## src/rtl/xsr_pkg.sv

```systemverilog
// Shared types and constants for the xsr receive controller.
package xsr_pkg;

  localparam logic [1:0] PAR_NONE = 2'b00;
  localparam logic [1:0] PAR_EVEN = 2'b01;
  localparam logic [1:0] PAR_ODD  = 2'b10;

  localparam logic [1:0] DW_5 = 2'b00;
  localparam logic [1:0] DW_6 = 2'b01;
  localparam logic [1:0] DW_7 = 2'b10;
  localparam logic [1:0] DW_8 = 2'b11;

  typedef enum logic [1:0] {ST_ARMED, ST_BUSY, ST_EVAL} state_t;

  typedef struct packed {
    logic [1:0] dw;
    logic [1:0] par;
    logic       stop;
  } cfg_t;

  localparam cfg_t CFG_RST = '{dw: DW_8, par: PAR_ODD, stop: 1'b0};

  function automatic logic par_en(input logic [1:0] par);
    return (par == PAR_EVEN) || (par == PAR_ODD);
  endfunction

  // start + data + optional parity + stop bit(s)
  function automatic logic [5:0] frame_bits(input cfg_t c);
    return 6'd6 + {4'b0, c.dw} + {5'b0, par_en(c.par)} + (c.stop ? 6'd2 : 6'd1);
  endfunction

endpackage

```

## src/rtl/xsr_frame_dec.sv

```systemverilog
// Combinational decode of a captured, right-justified frame (start bit at bit 0).
module xsr_frame_dec
  import xsr_pkg::*;
(
  input  logic [11:0] frame_i,
  input  cfg_t        cfg_i,
  output logic [7:0]  dat_o,
  output logic        perr_o,
  output logic        ferr_o,
  output logic        brk_o
);

  logic       pe;
  logic       ones;
  logic [3:0] p_idx, s1_idx, s2_idx;

  always_comb begin
    pe     = par_en(cfg_i.par);
    p_idx  = 4'd6 + {2'b0, cfg_i.dw};
    s1_idx = p_idx + {3'b0, pe};
    s2_idx = s1_idx + 4'd1;
    dat_o  = frame_i[8:1] & (8'hFF >> (2'd3 - cfg_i.dw));
    ones   = ^dat_o ^ (pe & frame_i[p_idx]);
    perr_o = pe & ((cfg_i.par == PAR_EVEN) ? ones : ~ones);
    ferr_o = frame_i[0] | ~frame_i[s1_idx] | (cfg_i.stop & ~frame_i[s2_idx]);
    // bits above the frame length are zero-filled at capture
    brk_o  = ~|frame_i;
  end

endmodule

```

## src/rtl/xsr_rxctl.sv

```systemverilog
// xsr receive controller: line config, frame tracking, decode and one-entry holding register.
module xsr_rxctl
  import xsr_pkg::*;
#(
  parameter int               SRW      = 64,
  parameter int               BAUDW    = 64,
  parameter logic [BAUDW-1:0] BAUD_RST = BAUDW'(49)
) (
  input  logic             clk_i,
  input  logic             reset_ni,
  input  logic             cfg_we_i,
  input  logic [1:0]       cfg_dw_i,
  input  logic [1:0]       cfg_par_i,
  input  logic             cfg_stop_i,
  input  logic [BAUDW-1:0] cfg_baud_i,
  input  logic             rx_en_i,
  output logic [5:0]       bits_o,
  output logic [BAUDW-1:0] baud_o,
  input  logic             idle_i,
  input  logic [SRW-1:0]   sr_i,
  output logic [7:0]       rx_dat_o,
  output logic             rx_valid_o,
  input  logic             rx_ready_i,
  output logic             perr_o,
  output logic             ferr_o,
  output logic             brk_o,
  output logic             ovr_o,
  input  logic             ovr_clr_i
);

  state_t           state_q;
  cfg_t             cfg_q, pcfg_q, cfg_wr;
  logic [BAUDW-1:0] baud_q, pbaud_q;
  logic             pend_q;
  logic [11:0]      frame_q, cap_d;
  logic [7:0]       dat_q, dec_dat;
  logic             perr_q, ferr_q, brk_q, vld_q, ovr_q;
  logic             dec_perr, dec_ferr, dec_brk;
  logic             cfg_ok;
  logic [5:0]       bits;

  assign cfg_wr = '{dw: cfg_dw_i, par: cfg_par_i, stop: cfg_stop_i};
  assign cfg_ok = (state_q == ST_ARMED) && idle_i;
  assign bits   = frame_bits(cfg_q);
  // frame sits at the top of sr_i; shift it down so the start bit lands at bit 0
  assign cap_d  = 12'(sr_i >> (SRW - int'(bits)));

  xsr_frame_dec u_dec (
    .frame_i(frame_q),
    .cfg_i  (cfg_q),
    .dat_o  (dec_dat),
    .perr_o (dec_perr),
    .ferr_o (dec_ferr),
    .brk_o  (dec_brk)
  );

  always_ff @(posedge clk_i or negedge reset_ni) begin
    if (!reset_ni) begin
      state_q <= ST_ARMED;
      cfg_q   <= CFG_RST;
      pcfg_q  <= CFG_RST;
      baud_q  <= BAUD_RST;
      pbaud_q <= BAUD_RST;
      pend_q  <= 1'b0;
      frame_q <= '0;
      dat_q   <= '0;
      perr_q  <= 1'b0;
      ferr_q  <= 1'b0;
      brk_q   <= 1'b0;
      vld_q   <= 1'b0;
      ovr_q   <= 1'b0;
    end else begin
      if (cfg_we_i) begin
        if (cfg_ok) begin
          cfg_q  <= cfg_wr;
          baud_q <= cfg_baud_i;
          pend_q <= 1'b0;
        end else begin
          pcfg_q  <= cfg_wr;
          pbaud_q <= cfg_baud_i;
          pend_q  <= 1'b1;
        end
      end else if (pend_q && cfg_ok) begin
        cfg_q  <= pcfg_q;
        baud_q <= pbaud_q;
        pend_q <= 1'b0;
      end

      if (vld_q && rx_ready_i) vld_q <= 1'b0;
      if (ovr_clr_i) ovr_q <= 1'b0;

      // later assignments below win: a load beats the accept-clear, a set beats ovr_clr
      case (state_q)
        ST_ARMED: if (!idle_i) state_q <= ST_BUSY;
        ST_BUSY: if (idle_i) begin
          frame_q <= cap_d;
          state_q <= ST_EVAL;
        end
        ST_EVAL: begin
          state_q <= ST_ARMED;
          if (rx_en_i) begin
            if (vld_q && !rx_ready_i) ovr_q <= 1'b1;
            else begin
              dat_q  <= dec_dat;
              perr_q <= dec_perr;
              ferr_q <= dec_ferr;
              brk_q  <= dec_brk;
              vld_q  <= 1'b1;
            end
          end
        end
        default: state_q <= ST_ARMED;
      endcase
    end
  end

  assign bits_o     = bits;
  assign baud_o     = baud_q;
  assign rx_dat_o   = dat_q;
  assign rx_valid_o = vld_q;
  assign perr_o     = perr_q;
  assign ferr_o     = ferr_q;
  assign brk_o      = brk_q;
  assign ovr_o      = ovr_q;

endmodule

```

## config.mk

```make
export PLATFORM = sky130hd
export DESIGN_NAME = xsr_rxctl
export DESIGN_NICKNAME = d
export VERILOG_FILES = /design/src/rtl/xsr_pkg.sv /design/src/rtl/xsr_frame_dec.sv /design/src/rtl/xsr_rxctl.sv
export SDC_FILE = /design/constraint.sdc
export NUM_CORES = 1
export LEC_CHECK = 0
export CORE_UTILIZATION = 45
export CTS_BUF_LIST = sky130_fd_sc_hd__clkbuf_8
export DETAILED_ROUTE_END_ITERATION = 8
export GPL_TIMING_DRIVEN = 0
export HOLD_SLACK_MARGIN = 0.15
export PLACE_DENSITY = 0.73
export RECOVER_POWER = 50
export SLEW_MARGIN = 20
export SYNTH_ARGS = -nofsm -noshare
export SYNTH_HDL_FRONTEND = slang
export SYNTH_SLANG_ARGS = --single-unit
```

## constraint.sdc

```tcl
create_clock -name clk_i -period 3.58 [get_ports clk_i]
set_input_delay 0.716 -clock clk_i [delete_from_list [all_inputs] [get_ports clk_i]]
set_output_delay 0.716 -clock clk_i [all_outputs]
set_load 0.05 [all_outputs]
```

Word-level counts from Yosys, hierarchy flattened
Cells that the tools add are included.
{ "totals": {"regBits": 166, "latchBits": 0, "mem_bits_rw": 0, "mem_bits_ro": 0, "in_bits": 140, "wordCells": 93, "memories": 0} }
{ "classes": {"n_addsub": 8, "multipliers": 0, "div_mod_pow": 0, "magnitude_cmp": 3, "n_eq_ne": 7, "shifts": 2, "muxes": 28, "bitwise_logic": 12, "n_reduce_logical": 16} }
{ "op_table": {"columns": ["cell", "count"], "rows": [
  ["64-bit 2-to-1 mux", 3],
  ["64-bit by 32-bit >> shifter with 12-bit output", 1],
  ["4-bit by 5-bit less-than comparator with 1-bit output, second input constant", 3],
  ["1-bit 2-to-1 mux", 15],
  ["5-bit 2-to-1 mux", 3],
  ["1-bit binary-select mux with 4-bit select", 3],
  ["12-bit OR reduction", 1],
  ["3-bit by 2-bit adder with 4-bit output, first input constant", 2],
  ["8-bit AND", 1],
  ["2-bit AND reduction", 4],
  ["8-bit XOR reduction", 1],
  ["8-bit by 2-bit >> shifter with 8-bit output, first input constant", 1],
  ["7-bit by 6-bit subtractor with 8-bit output, first input constant", 1],
  ["5-bit by 2-bit adder with 6-bit output", 1],
  ["2-bit 2-to-1 mux", 3],
  ["4-bit by 1-bit adder with 5-bit output", 1],
  ["1-bit NOT", 5],
  ["4-bit by 1-bit adder with 4-bit output", 1],
  ["4-bit by 1-bit adder with 4-bit output, second input constant", 1],
  ["2-bit by 1-bit equality test with 1-bit output, second input constant", 2],
  ["2-bit equality test, second input constant", 2],
  ["1-bit logical AND", 4],
  ["2-bit != test, second input constant", 2],
  ["2-bit case mux with 2 select lines", 1],
  ["10 further kinds", 14]
]} }

Depth between registers and ports, before layout
Gate-level depths: netlist of run 1.
{ "depth": {"ltp_word": 9, "ltp_mapped": 16, "ltp_nobuf": 13} }

Hierarchy
From an unflattened synthesis of run 1, not the netlist that was laid out.
{ "hier_totals": {"cells_unflattened": 719, "hier_area_um2": 8644.5} }
{ "by_module_without_submodules": {"columns": ["mod", "n_inst", "cells_each", "area_per_inst_um2", "seq_area_each_um2"], "rows": [
  ["xsr_rxctl", 1, 646, 8002.7, 4169.0],
  ["xsr_frame_dec", 1, 73, 641.9, 0.0]
]} }

Least setup slack after synthesis of run 1
OpenSTA, ideal clock, no wires.
{ "synth_timing": {"path_type": "register -> register", "from": "register cfg_q[2] (netlist name)", "to": "register frame_q[5]", "setup_ns": 0.122, "arrival_ns": 3.347, "path_slack_ns": 0.112, "path_stages_with_launch": 16, "n_path_buf": 4, "path_cell_list": "dfstp_2 > inv_1 > ha_1 > fa_1 > inv_1 > ha_1 > buf_6 > buf_6 > inv_1 > ha_1 > buf_2 > buf_2 > and4_1 > o31ai_1 > o2111ai_1 > a32o_1"} }
{ "synth_via": {"elab_chain_cells": 6, "word_cells_on_any_way": 7} }
{ "synth_rtl": {"columns": ["element", "line_no", "text"], "rows": [
  ["start: declaration", "xsr_rxctl.sv:32", "cfg_t cfg_q, pcfg_q, cfg_wr;"],
  ["start signal: assignment", "xsr_rxctl.sv:75", "cfg_q <= cfg_wr;"],
  ["start signal: assignment", "xsr_rxctl.sv:84", "cfg_q <= pcfg_q;"],
  ["2-bit by 1-bit equality test with 1-bit output / 2-bit equality test (equally long branches)", "xsr_pkg.sv:24", "return (par == PAR_EVEN) || (par == PAR_ODD);"],
  ["1-bit logical OR (*)", "xsr_pkg.sv:24", null],
  ["4-bit by 1-bit adder with 5-bit output (*)", "xsr_pkg.sv:29", "return 6'd6 + {4'b0, c.dw} + {5'b0, par_en(c.par)} + (c.stop ? 6'd2 : 6'd1);"],
  ["5-bit by 2-bit adder with 6-bit output (*)", "xsr_pkg.sv:29", null],
  ["named net bits_o[1]", "xsr_rxctl.sv:17", "output logic [5:0] bits_o,"],
  ["7-bit by 6-bit subtractor with 8-bit output (*)", "xsr_rxctl.sv:46", "assign cap_d = 12'(sr_i >> (SRW - int'(bits)));"],
  ["64-bit by 32-bit >> shifter with 12-bit output (*)", "xsr_rxctl.sv:46", null],
  ["end signal: assignment", "xsr_rxctl.sv:96", "frame_q <= cap_d;"],
  ["end: declaration", "xsr_rxctl.sv:35", "logic [11:0] frame_q, cap_d;"]
]} }
Mark *: on every way through the listed nets, which the timed path passes. The rest lies on a longest branch.
A chain may end at the register's enable or synchronous reset.

Worst setup path in the final report of run 1
{ "layout_timing": {"from": "register cfg_q[2] (netlist name)", "to": "register frame_q[5]"} }
{ "layout_via": {"elab_chain_cells": 6, "word_cells_on_any_way": 7} }
{ "layout_rtl": {"columns": ["element", "line_no"], "rows": [
  ["2-bit by 1-bit equality test with 1-bit output / 2-bit equality test (equally long branches)", "xsr_pkg.sv:24"],
  ["1-bit logical OR (*)", "xsr_pkg.sv:24"],
  ["4-bit by 1-bit adder with 5-bit output (*)", "xsr_pkg.sv:29"],
  ["5-bit by 2-bit adder with 6-bit output (*)", "xsr_pkg.sv:29"],
  ["7-bit by 6-bit subtractor with 8-bit output (*)", "xsr_rxctl.sv:46"],
  ["64-bit by 32-bit >> shifter with 12-bit output (*)", "xsr_rxctl.sv:46"]
]} }
Mark *: on every way between the ends. The rest lies on a longest branch, timed or not.

==> impl_metrics.csv, run 1 <==
group,metric,value,unit
outcome,outcome,"finished, violations left",
clock_tree,cts-root-to-sink-buffers,2,
finish,stdcell_count,1205,
setup_path,critical_path.top_delay_family,"adder cells",
setup_path,setup.worst_path.end_class,"flop",
power,power.ir.vdd_worst,1.225,mV
place,place_area,10840,µm²
setup_path,r2r_end,"frame_q[5]",
timing,final-max-slew-violation-count,76,
place,buffer_ports.inserted,186,
grt,grt_pass1_wl,34940,µm
synthesis,most_instantiated_cells_after_synthesis,"154 x dfrtp_1, 85 x mux2i_1, 83 x nor2_1",
setup_path,timing.critical_path.buf_inv,7,
floorplanning,floorplan.rows,50,
synthesis,netlist_top_cells_area,"dfrtp_1 45%, mux2_2 9.9%, mux2i_1 9.8%, mux4_2 5.2%, a21oi_1 4.7%",
place,gp_congestion,0.9048,
grt,grt_use_total,22.59,%
hold_path,min_path_cells,1,
detailed_routing,routed_via_density,5.510,
detailed_routing,antenna_violating_nets_post_route,0,
timing,clock_skew,0.02182,ns
detailed_routing,vias,6640,
synthesis,synth.most_common_cell,"dfrtp_1",
setup_path,critPathArrivalTime,3.78,ns
setup_path,setup.worst_path.class,"reg -> reg",
setup_path,r2r.worst_path.cells,15,
finish,area_growth,30.29,%
setup_path,critPathRequiredTime,3.92,ns
grt,first_global_vias,6593,
outcome,failed_checks,"capacitance limit, slew limit",
setup_path,critPathLaunch,"cfg_q[2]",
synthesis,mappedNetlistArea,8647,µm²
timing,relative_slew_margins,-24.31,%
hold_path,min-delay-path-class,"reg -> reg",
setup_path,max_stage_delay,0.54,ns
grt,congestion_overflow_gr,0,
clock_tree,tritoncts_clock_tree,"done",
detailed_routing,wirelength,21550,µm
setup_path,timing.critical_path.from_type,"flop",
setup_path,reg_to_reg_setup_timing_slack,0.14,ns
finish,layout.cell_area.non_filler,11270,µm²
power,power.total,9454,µW
synthesis,synthDominantCellAreaShare,44.57,%
hold_path,worstHoldEndpoint,"state_q[0]",
timing,finalWorstPathRequiredPeriod,3.437,ns
floorplanning,design.core.area,18770,µm²
timing,timing_worst_slew_pin_value,1.865,ns
clock_tree,clkSinkCount,166,
floorplanning,floorplan.die.height,140.6,µm
finish,finish.net_count,1108,
timing,fin_setup_tns,0,ns
synthesis,number_of_library_cell_types_mapped_by_synthesis,62,
timing,rsz0062_at_grt,"false",
clock_tree,cts_made_buffers,17,
power,power.leakage,0.004734,µW
synthesis,async_set_or_reset_flop_fraction_in_the_synthesized_netlist,100.0,%
clock_tree,path_clk_slew,0.09,ns
clock_tree,worst_skew_pair.late_latency,0.46,ns
detailed_routing,firstDrtPassIters,5,
place,dpl.cell_count,1170,
synthesis,synth.yosys.seq_area_share,48.21,%
setup_path,rr_startpoint,"cfg_q[2]",
setup_path,critical_path.cell_chain,"inv_1 > ha_1 > fa_1 > inv_1 > ha_4 > buf_6 > buf_6 > inv_1 > ha_2 > clkbuf_4 > buf_4 > and4_1 > o31ai_1 > o2111ai_1 > a32o_1",
clock_tree,cts-root-buf,"clkbuf_8",
detailed_routing,drt_iter0_drc,391,
clock_tree,htreeDepth,4,
finish,antenna_cells_inserted,0,
run,cap_violations,1,
synthesis,synth_edf_count,0,
place,hpwl,15670,µm
timing,number_of_setup_violations_in_the_final_report,0,
timing,max_clock_freq,290.9,MHz
detailed_routing,drc_errors,0,
detailed_routing,routed_wire_length_per_instance,17.88,µm
synthesis,synth_area_per_cell,11.56,µm²
timing,timing.final.crit_share,96.01,%
power,cellPowerDensity,839.2,nW/µm²
synthesis,yosys_register_bits,166,
clock_tree,cts_hold_buf,0,
floorplanning,floorplan.die_area,19770,µm²
synthesis,synthCells,748,
grt,grt_max_degree,93,
floorplanning,start_util,46.07,%
synthesis,synth-warning-count,0,
floorplanning,die_x,140.6,µm
floorplanning,top_level_ports,223,
grt,antenna_violations_before_repair,0,
synthesis,synthFlopType,"dfrtp_1",
setup_path,slowest_stage,"dfstp_2",
setup_path,crit_path_frequent_cell,"inv_1",
hold_path,worst_hold_startpoint,"state_q[1]",
finish,finish.utilization,60.03,%
setup_path,critical_path.max_fanout,10,
timing,timing.final.hold_violations,0,
finish,drive_gt1_share,19.67,%
synthesis,synth_top_cell_by_area,"dfrtp_1",
-- layout make-up --
cell class / count / area (µm²)
Fill cell: 1576 / 7502
Timing Repair Buffer: 191 / 1888
Buffer: 54 / 292.8
Clock buffer: 18 / 247.7
Inverter: 17 / 66.31
Multi-Input combinational cell: 511 / 4175
Tap cell: 234 / 292.8
Clock inverter: 14 / 133.9
Sequential cell: 166 / 4169
-- flip-flops by register name, summed over array words and instances, names as in the netlist --
name,count
baud_o,64
brk_o,1
cfg_q,5
ferr_o,1
frame_q,12
ovr_o,1
pbaud_q,64
pcfg_q,5
pend_q,1
perr_o,1
rx_dat_o,8
rx_valid_o,1
state_q,2
-- stage by stage --
stage / worst slack (ns) / hold slack [ns]
after floorplan: 0.1117 / 0.4204
after global placement: -5.127 / 0.4513
after detailed placement: -0.2387 / 0.4607
after CTS: 0.008116 / 0.2002
after global routing: 0.008416 / 0.4960
final: 0.1428 / 0.4604
-- per-layer routing --
| metal | GRT usage [%] | vias up | part of all wire, % |
|---|---|---|---|
| met5 | 0 | - | 0 |
| met4 | 7.380 | 0 | 1.7 |
| met3 | 4.620 | 22 | 5.7 |
| met2 | 35.43 | 211 | 47 |
| met1 | 31.46 | 3258 | 46 |
| li1 | - | 3149 | - |
-- power breakdown --
part,internal (µW),total (µW),switching (µW)
clock network,529,1290,761
registers,2300,2590,292
logic,2390,5570,3190
total,5220,9450,4240
-- cell families after synthesis --
| group | Yosys count | share of synthesized area [%] |
|---|---|---|
| AOI/OAI and AO/OA | 139 | 9.579 |
| xor gates and xnor gates | 12 | 1.650 |
| adders and majority gates | 10 | 1.534 |
| buffers and inverters | 72 | 4.037 |
| DFF | 166 | 48.21 |
| muxes | 186 | 26.33 |
| other | 1 | 0.04337 |
| and+or+nand+nor | 162 | 8.610 |
-- worst max-delay path by stage --
stage                 end  slack [ns]  cells past startpoint
2_1_floorplan  frame_q[5]        0.11                     15
3_3_place_gp   frame_q[8]       -5.13                      1
5_1_grt        frame_q[5]       0.008                     15
4_1_cts         bits_o[2]       0.008                     10
6_report       frame_q[5]        0.14                     15
3_5_place_dp    bits_o[2]       -0.24                     10
-- repair_timing --
action	in CTS	in global routing
resized for setup	17	10
pin swaps	0	1
buffers inserted	0	4
endpoints found under the setup margin	5	9
-- placed cells by master (no fill, tap or decap), types with 7 or more instances in the layout --
cell             Yosys  layout
dfrtp_1            154     154
a21oi_1             81      80
mux4_2              20      20
dfstp_2             12      12
mux2i_1             85      85
clkdlybuf4s50_1      0     179
nand2_1             25      25
nor2_1              83      83
clkbuf_8             0      18
clkbuf_1            21      24
xnor2_1              7       7
inv_1               14      14
nor3_1               7       7
buf_4                2       8
buf_2               27      21
mux2_2              76      76
a31oi_1              8       8
nand3_1             12      12
o21ai_0             11      12
-- worst reg2reg max path, delay by kind of cell (launching register included) --
kind	cells	cell delay (ns)
adders and majority gates	4	1.01
buffers and inverters	7	0.91
AOI/OAI and AO/OA	3	0.70
DFF	1	0.54
and+or+nand+nor	1	0.18
Power figures use the tool's default switching activity.
==> run 2, diff against run 1 <==
Settings changed: CORE_UTILIZATION 45 to 51, PLACE_DENSITY 0.73 to 0.81.
==> impl_metrics.csv, run 2 (synthesis results as in run 1) <==
group,metric,value,unit
clock_tree,cts-root-buf,"clkbuf_8",
finish,mostFrequentLayoutCells,"179 x clkdlybuf4s50_1, 154 x dfrtp_1, 85 x mux2i_1",
clock_tree,cts-root-to-sink-buffers,2,
floorplanning,design.core.area,16580,µm²
hold_path,min-delay-path-class,"reg -> reg",
floorplanning,floorplan.rows,47,
grt,grt_max_degree,99,
finish,layout.cell_area.non_filler,11250,µm²
run,cap_violations,1,
timing,clock_skew,0.01059,ns
setup_path,setup.worst_path.end_class,"output pin",
timing,max_clock_freq,292.4,MHz
grt,congestion_overflow_gr,0,
detailed_routing,antenna_violating_nets_post_route,0,
place,buffer_ports.inserted,186,
place,gp_congestion,0.9183,
finish,final_common_cell,"clkdlybuf4s50_1",
hold_path,min_path_cells,1,
timing,timing.final.crit_share,95.52,%
place,hpwl,15800,µm
detailed_routing,drt_iter0_drc,437,
floorplanning,floorplan.die_area,17480,µm²
finish,multi_input_comb_area,4165,µm²
power,power.ir.vdd_worst,1.418,mV
outcome,outcome,"finished, violations left",
setup_path,critical_path.cell_chain,"inv_1 > ha_4 > fa_1 > inv_1 > ha_1 > inv_1 > ha_4 > buf_8 > inv_2 > buf_6",
finish,layout.area.seq,4169,µm²
power,power.leakage,0.004741,µW
timing,timing.final.hold_violations,0,
power,power.total,9483,µW
clock_tree,worst_skew_pair.late_latency,0.46,ns
setup_path,r2r_end,"frame_q[5]",
clock_tree,tritoncts_clock_tree,"done",
timing,timing_worst_slew_pin_value,2.462,ns
setup_path,rr_startpoint,"cfg_q[2]",
clock_tree,cts_made_buffers,17,
setup_path,critical_path.max_fanout,10,
clock_tree,path_clk_slew,0.09,ns
detailed_routing,routed_wire_length_per_instance,18.48,µm
clock_tree,cts.repair_timing.setup_buffer_count,0,
setup_path,reg_to_reg_setup_timing_slack,0.27,ns
clock_tree,cts_hold_buf,0,
grt,grt_use_total,26.22,%
floorplanning,top_level_ports,223,
detailed_routing,vias,6734,
finish,drive_gt1_share,18.82,%
timing,relative_slew_margins,-64.11,%
detailed_routing,firstDrtPassIters,5,
timing,rsz0062_at_grt,"false",
place,dpl.cell_count,1156,
setup_path,max_stage_delay,0.54,ns
timing,final-max-slew-violation-count,98,
power,cellPowerDensity,843.0,nW/µm²
timing,fin_setup_tns,0,ns
setup_path,slowest_stage,"dfstp_2",
floorplanning,start_util,52.14,%
setup_path,setup.worst_path.class,"reg -> out",
grt,first_global_vias,6723,
detailed_routing,routed_via_density,5.673,
clock_tree,htreeDepth,4,
setup_path,r2r.worst_path.cells,14,
finish,fillCellCount,1320,
finish,stdcell_count,1187,
place,pre_cts_slack,-0.2315,ns
outcome,failed_checks,"capacitance limit, slew limit",
timing,final_worst_setup_slack,0.1604,ns
setup_path,crit_path_frequent_cell,"inv_1",
grt,antenna_violations_before_repair,0,
place,place_area,10820,µm²
setup_path,critPathRequiredTime,2.86,ns
setup_path,timing.critical_path.from_type,"flop",
clock_tree,clkSinkCount,166,
setup_path,critPathArrivalTime,2.70,ns
hold_path,worstHoldEndpoint,"state_q[0]",
floorplanning,die_x,132.2,µm
timing,number_of_setup_violations_in_the_final_report,0,
hold_path,worst_hold_startpoint,"state_q[1]",
grt,grt_pass1_wl,35810,µm
detailed_routing,drc_errors,0,
detailed_routing,wirelength,21940,µm
floorplanning,floorplan.die.height,132.2,µm
timing,finalWorstPathRequiredPeriod,3.420,ns
finish,antenna_cells_inserted,0,
finish,finish.net_count,1104,
finish,area_growth,30.10,%
## run 2: cell types whose count changed in the layout (fill, tap and decap cells not counted), moves of 2 or more
cell       before  now
clkbuf_4        2    0
inv_8           3    1
inv_6           4    2
clkinv_2        0    2
bufinv_16       0    3
clkbuf_1       24   26
buf_4           8    4
## run 2: per-layer routing
layer	routed length, µm	up-vias	GRT usage (%)
met3	1285	30	5.882
li1	-	3134	-
met2	10520	253	40.62
met1	9786	3317	36.66
met5	0	-	0
met4	355	0	8.748
## run 2: cell type report
cell class / count / area share, %
Buffer: 54 / 2.458
Clock buffer: 18 / 2.202
Clock inverter: 14 / 1.546
Inverter: 17 / 0.5672
Multi-Input combinational cell: 511 / 37.03
Sequential cell: 166 / 37.06
Tap cell: 220 / 2.447
Timing Repair Buffer: 187 / 16.69
## run 2: worst max-delay path by stage
| stage | startpoint | cells after the start | end |
|---|---|---|---|
| after detailed placement | cfg_q[2] | 10 | bits_o[2] |
| after global placement | reset_ni | 1 | baud_o[43] |
| after CTS | cfg_q[2] | 10 | bits_o[2] |
| final | cfg_q[2] | 10 | bits_o[2] |
| after floorplan | cfg_q[2] | 15 | frame_q[5] |
| after global routing | cfg_q[2] | 10 | bits_o[2] |
## run 2: per-stage QoR
stage | hold slack (ns) | util [%]
after global routing | 0.5095 | 67.84
final | 0.4665 | 67.84
after detailed placement | 0.4547 | 65.25
after CTS | 0.2973 | 67.88
after global placement | 0.4507 | 65.05
after floorplan | 0.4204 | -
## run 2: timing repair
item,4_1_cts,5_1_grt
pin swaps,0,1
setup endpoints to repair,5,8
gates resized for setup,19,3
## run 2: critical path, delay by kind of cell (launching register included)
| kind | cells | cell delay, ns |
|---|---|---|
| adders and majority gates | 4 | 0.97 |
| buffers and inverters | 6 | 0.72 |
| DFF | 1 | 0.54 |
## run 2: report_power, final
| part | internal, µW | switching (µW) |
|---|---|---|
| Sequential | 2300 | 294 |
| Combinational | 2280 | 3170 |
| Clock | 715 | 720 |
| Total | 5300 | 4180 |
==> run 3, diff against run 2 <==
Settings changed: CORE_ASPECT_RATIO set to 1.5, SLEW_MARGIN 20 to unset.
==> impl_metrics.csv, run 3 (synthesis results as in run 1) <==
group,metric,value,unit
grt,grt_max_degree,100,
setup_path,r2r_end,"frame_q[3]",
floorplanning,floorplan.die_area,17490,µm²
setup_path,critical_path.max_fanout,10,
finish,mostFrequentLayoutCells,"179 x clkdlybuf4s50_1, 154 x dfrtp_1, 85 x mux2i_1",
clock_tree,cts-root-buf,"clkbuf_8",
setup_path,slowest_stage,"dfstp_2",
hold_path,min-delay-path-class,"reg -> reg",
floorplanning,top_level_ports,223,
setup_path,reg_to_reg_setup_timing_slack,0.12,ns
timing,fin_setup_tns,0,ns
timing,timing.hold.ws,0.4663,ns
grt,congestion_overflow_gr,0,
clock_tree,clkSinkCount,166,
finish,finish.net_count,1111,
setup_path,critPathRequiredTime,2.86,ns
grt,antenna_violations_before_repair,1,
place,hpwl,16820,µm
place,dpl.cell_count,1142,
detailed_routing,drt_iter0_drc,403,
finish,drive_gt1_share,19.71,%
run,cap_violations,1,
detailed_routing,vias,6746,
setup_path,max_stage_delay,0.54,ns
floorplanning,design.core.area,16400,µm²
finish,finish.utilization,68.64,%
detailed_routing,routed_via_density,5.712,
timing,relative_slew_margins,-11.22,%
grt,first_global_vias,6752,
timing,timing_worst_slew_pin_value,1.668,ns
timing,max_clock_freq,288.3,MHz
power,cellPowerDensity,849.9,nW/µm²
clock_tree,cts-root-to-sink-buffers,2,
setup_path,cp-endpoint,"bits_o[2]",
detailed_routing,firstDrtPassIters,5,
place,gp_congestion,0.9942,
floorplanning,floorplan.die.height,161.5,µm
timing,finalWorstPathRequiredPeriod,3.469,ns
setup_path,setup.worst_path.class,"reg -> out",
setup_path,setup.worst_path.end_class,"output pin",
setup_path,timing.critical_path.from_type,"flop",
outcome,failed_checks,"capacitance limit, slew limit",
timing,clock_skew,0.01407,ns
clock_tree,htreeDepth,4,
clock_tree,path_clk_slew,0.09,ns
timing,number_of_setup_violations_in_the_final_report,0,
setup_path,crit_path_frequent_cell,"inv_1",
detailed_routing,wirelength,22300,µm
clock_tree,tritoncts_clock_tree,"done",
setup_path,rr_startpoint,"cfg_q[2]",
setup_path,critPathLaunch,"cfg_q[2]",
power,power.ir.vdd_worst,0.8711,mV
clock_tree,cts_made_buffers,17,
detailed_routing,drc_errors,0,
grt,grt_pass1_wl,34960,µm
setup_path,critical_path.cell_chain,"inv_1 > ha_1 > fa_1 > inv_1 > ha_4 > inv_1 > ha_4 > buf_8 > inv_4 > buf_6",
timing,timing.final.hold_violations,0,
finish,stdcell_count,1181,
finish,area_growth,30.21,%
clock_tree,worst_skew_pair.late_latency,0.46,ns
grt,grt_use_total,26.22,%
setup_path,critPathArrivalTime,2.75,ns
detailed_routing,routed_wire_length_per_instance,18.88,µm
detailed_routing,antenna_violating_nets_post_route,0,
power,power.leakage,0.004750,µW
floorplanning,die_x,108.3,µm
finish,final_common_cell,"clkdlybuf4s50_1",
timing,final-max-slew-violation-count,69,
timing,timing.final.crit_share,96.89,%
hold_path,worst_hold_startpoint,"state_q[1]",
floorplanning,start_util,52.72,%
finish,fillCellCount,1225,
floorplanning,floorplan.rows,57,
place,buffer_ports.inserted,186,
setup_path,r2r.worst_path.cells,15,
outcome,outcome,"finished, violations left",
-- run 3: cell count changes in the layout (fill, tap and decap cells not counted), sizes merged --
cell,delta
buf,+4
bufinv,-3
clkbuf,+4
clkinv,-2
diode,+1
inv,+4
-- run 3: repair_timing --
| action | 4_1_cts | 5_1_grt |
|---|---|---|
| endpoints found under the setup margin | 6 | 11 |
| hold endpoints to repair | 0 | 0 |
| resized for setup | 16 | 10 |
| cloned | 0 | 0 |
| pin swaps | 0 | 1 |
| hold buffers | 0 | 0 |
| setup buffers | 0 | 7 |
-- run 3: how the worst min path moves through the flow --
stage | slack [ns] | depth (start not counted) | endpoint
after global routing | 0.49 | 1 | state_q[0]
after floorplan | 0.42 | 0 | baud_o[10]
final | 0.47 | 1 | state_q[0]
after global placement | 0.44 | 1 | state_q[0]
after CTS | 0.20 | 1 | rx_dat_o[1]
after detailed placement | 0.45 | 1 | state_q[0]
-- run 3: metrics by stage --
stage,cell area (µm²),setup slack [ns],total power (µW)
global placement,10770,-4.933,7940
floorplan,8651,0.1117,6480
detailed placement,10800,-0.2435,8002
global route,11260,-0.06955,10070
finish,11260,0.1114,9570
CTS,11210,-0.04399,9362
-- run 3: where the power goes --
group | total [µW] | internal [µW] | switching [µW]
Clock | 1320 | 552 | 769
Sequential | 2600 | 2300 | 301
Combinational | 5650 | 2440 | 3200
-- run 3: final cells by class --
class	count	area [µm²]	area share, %
Timing Repair Buffer	194	1911	16.97
Tap cell	206	257.7	2.289
Multi-Input combinational cell	511	4175	37.08
Inverter	17	66.31	0.5890
Buffer	54	285.3	2.534
Clock inverter	13	131.4	1.167
Antenna cell	1	2.502	0.02222
Clock buffer	19	261.5	2.322
Sequential cell	166	4169	37.03
-- run 3: layer usage --
| layer | vias up | track usage, % | share of wire [%] |
|---|---|---|---|
| li1 | 3154 | - | - |
| met5 | - | 0 | 0 |
| met1 | 3327 | 29.26 | 37 |
| met3 | 49 | 4.923 | 4.2 |
| met2 | 216 | 48.23 | 55 |
| met4 | 0 | 10.38 | 3.3 |
-- run 3: worst max-delay path, delay by kind of cell, from the launching register on --
family	cells	cell delay, ns
adders and majority gates	4	1.15
buffers and inverters	6	0.61
DFF	1	0.54
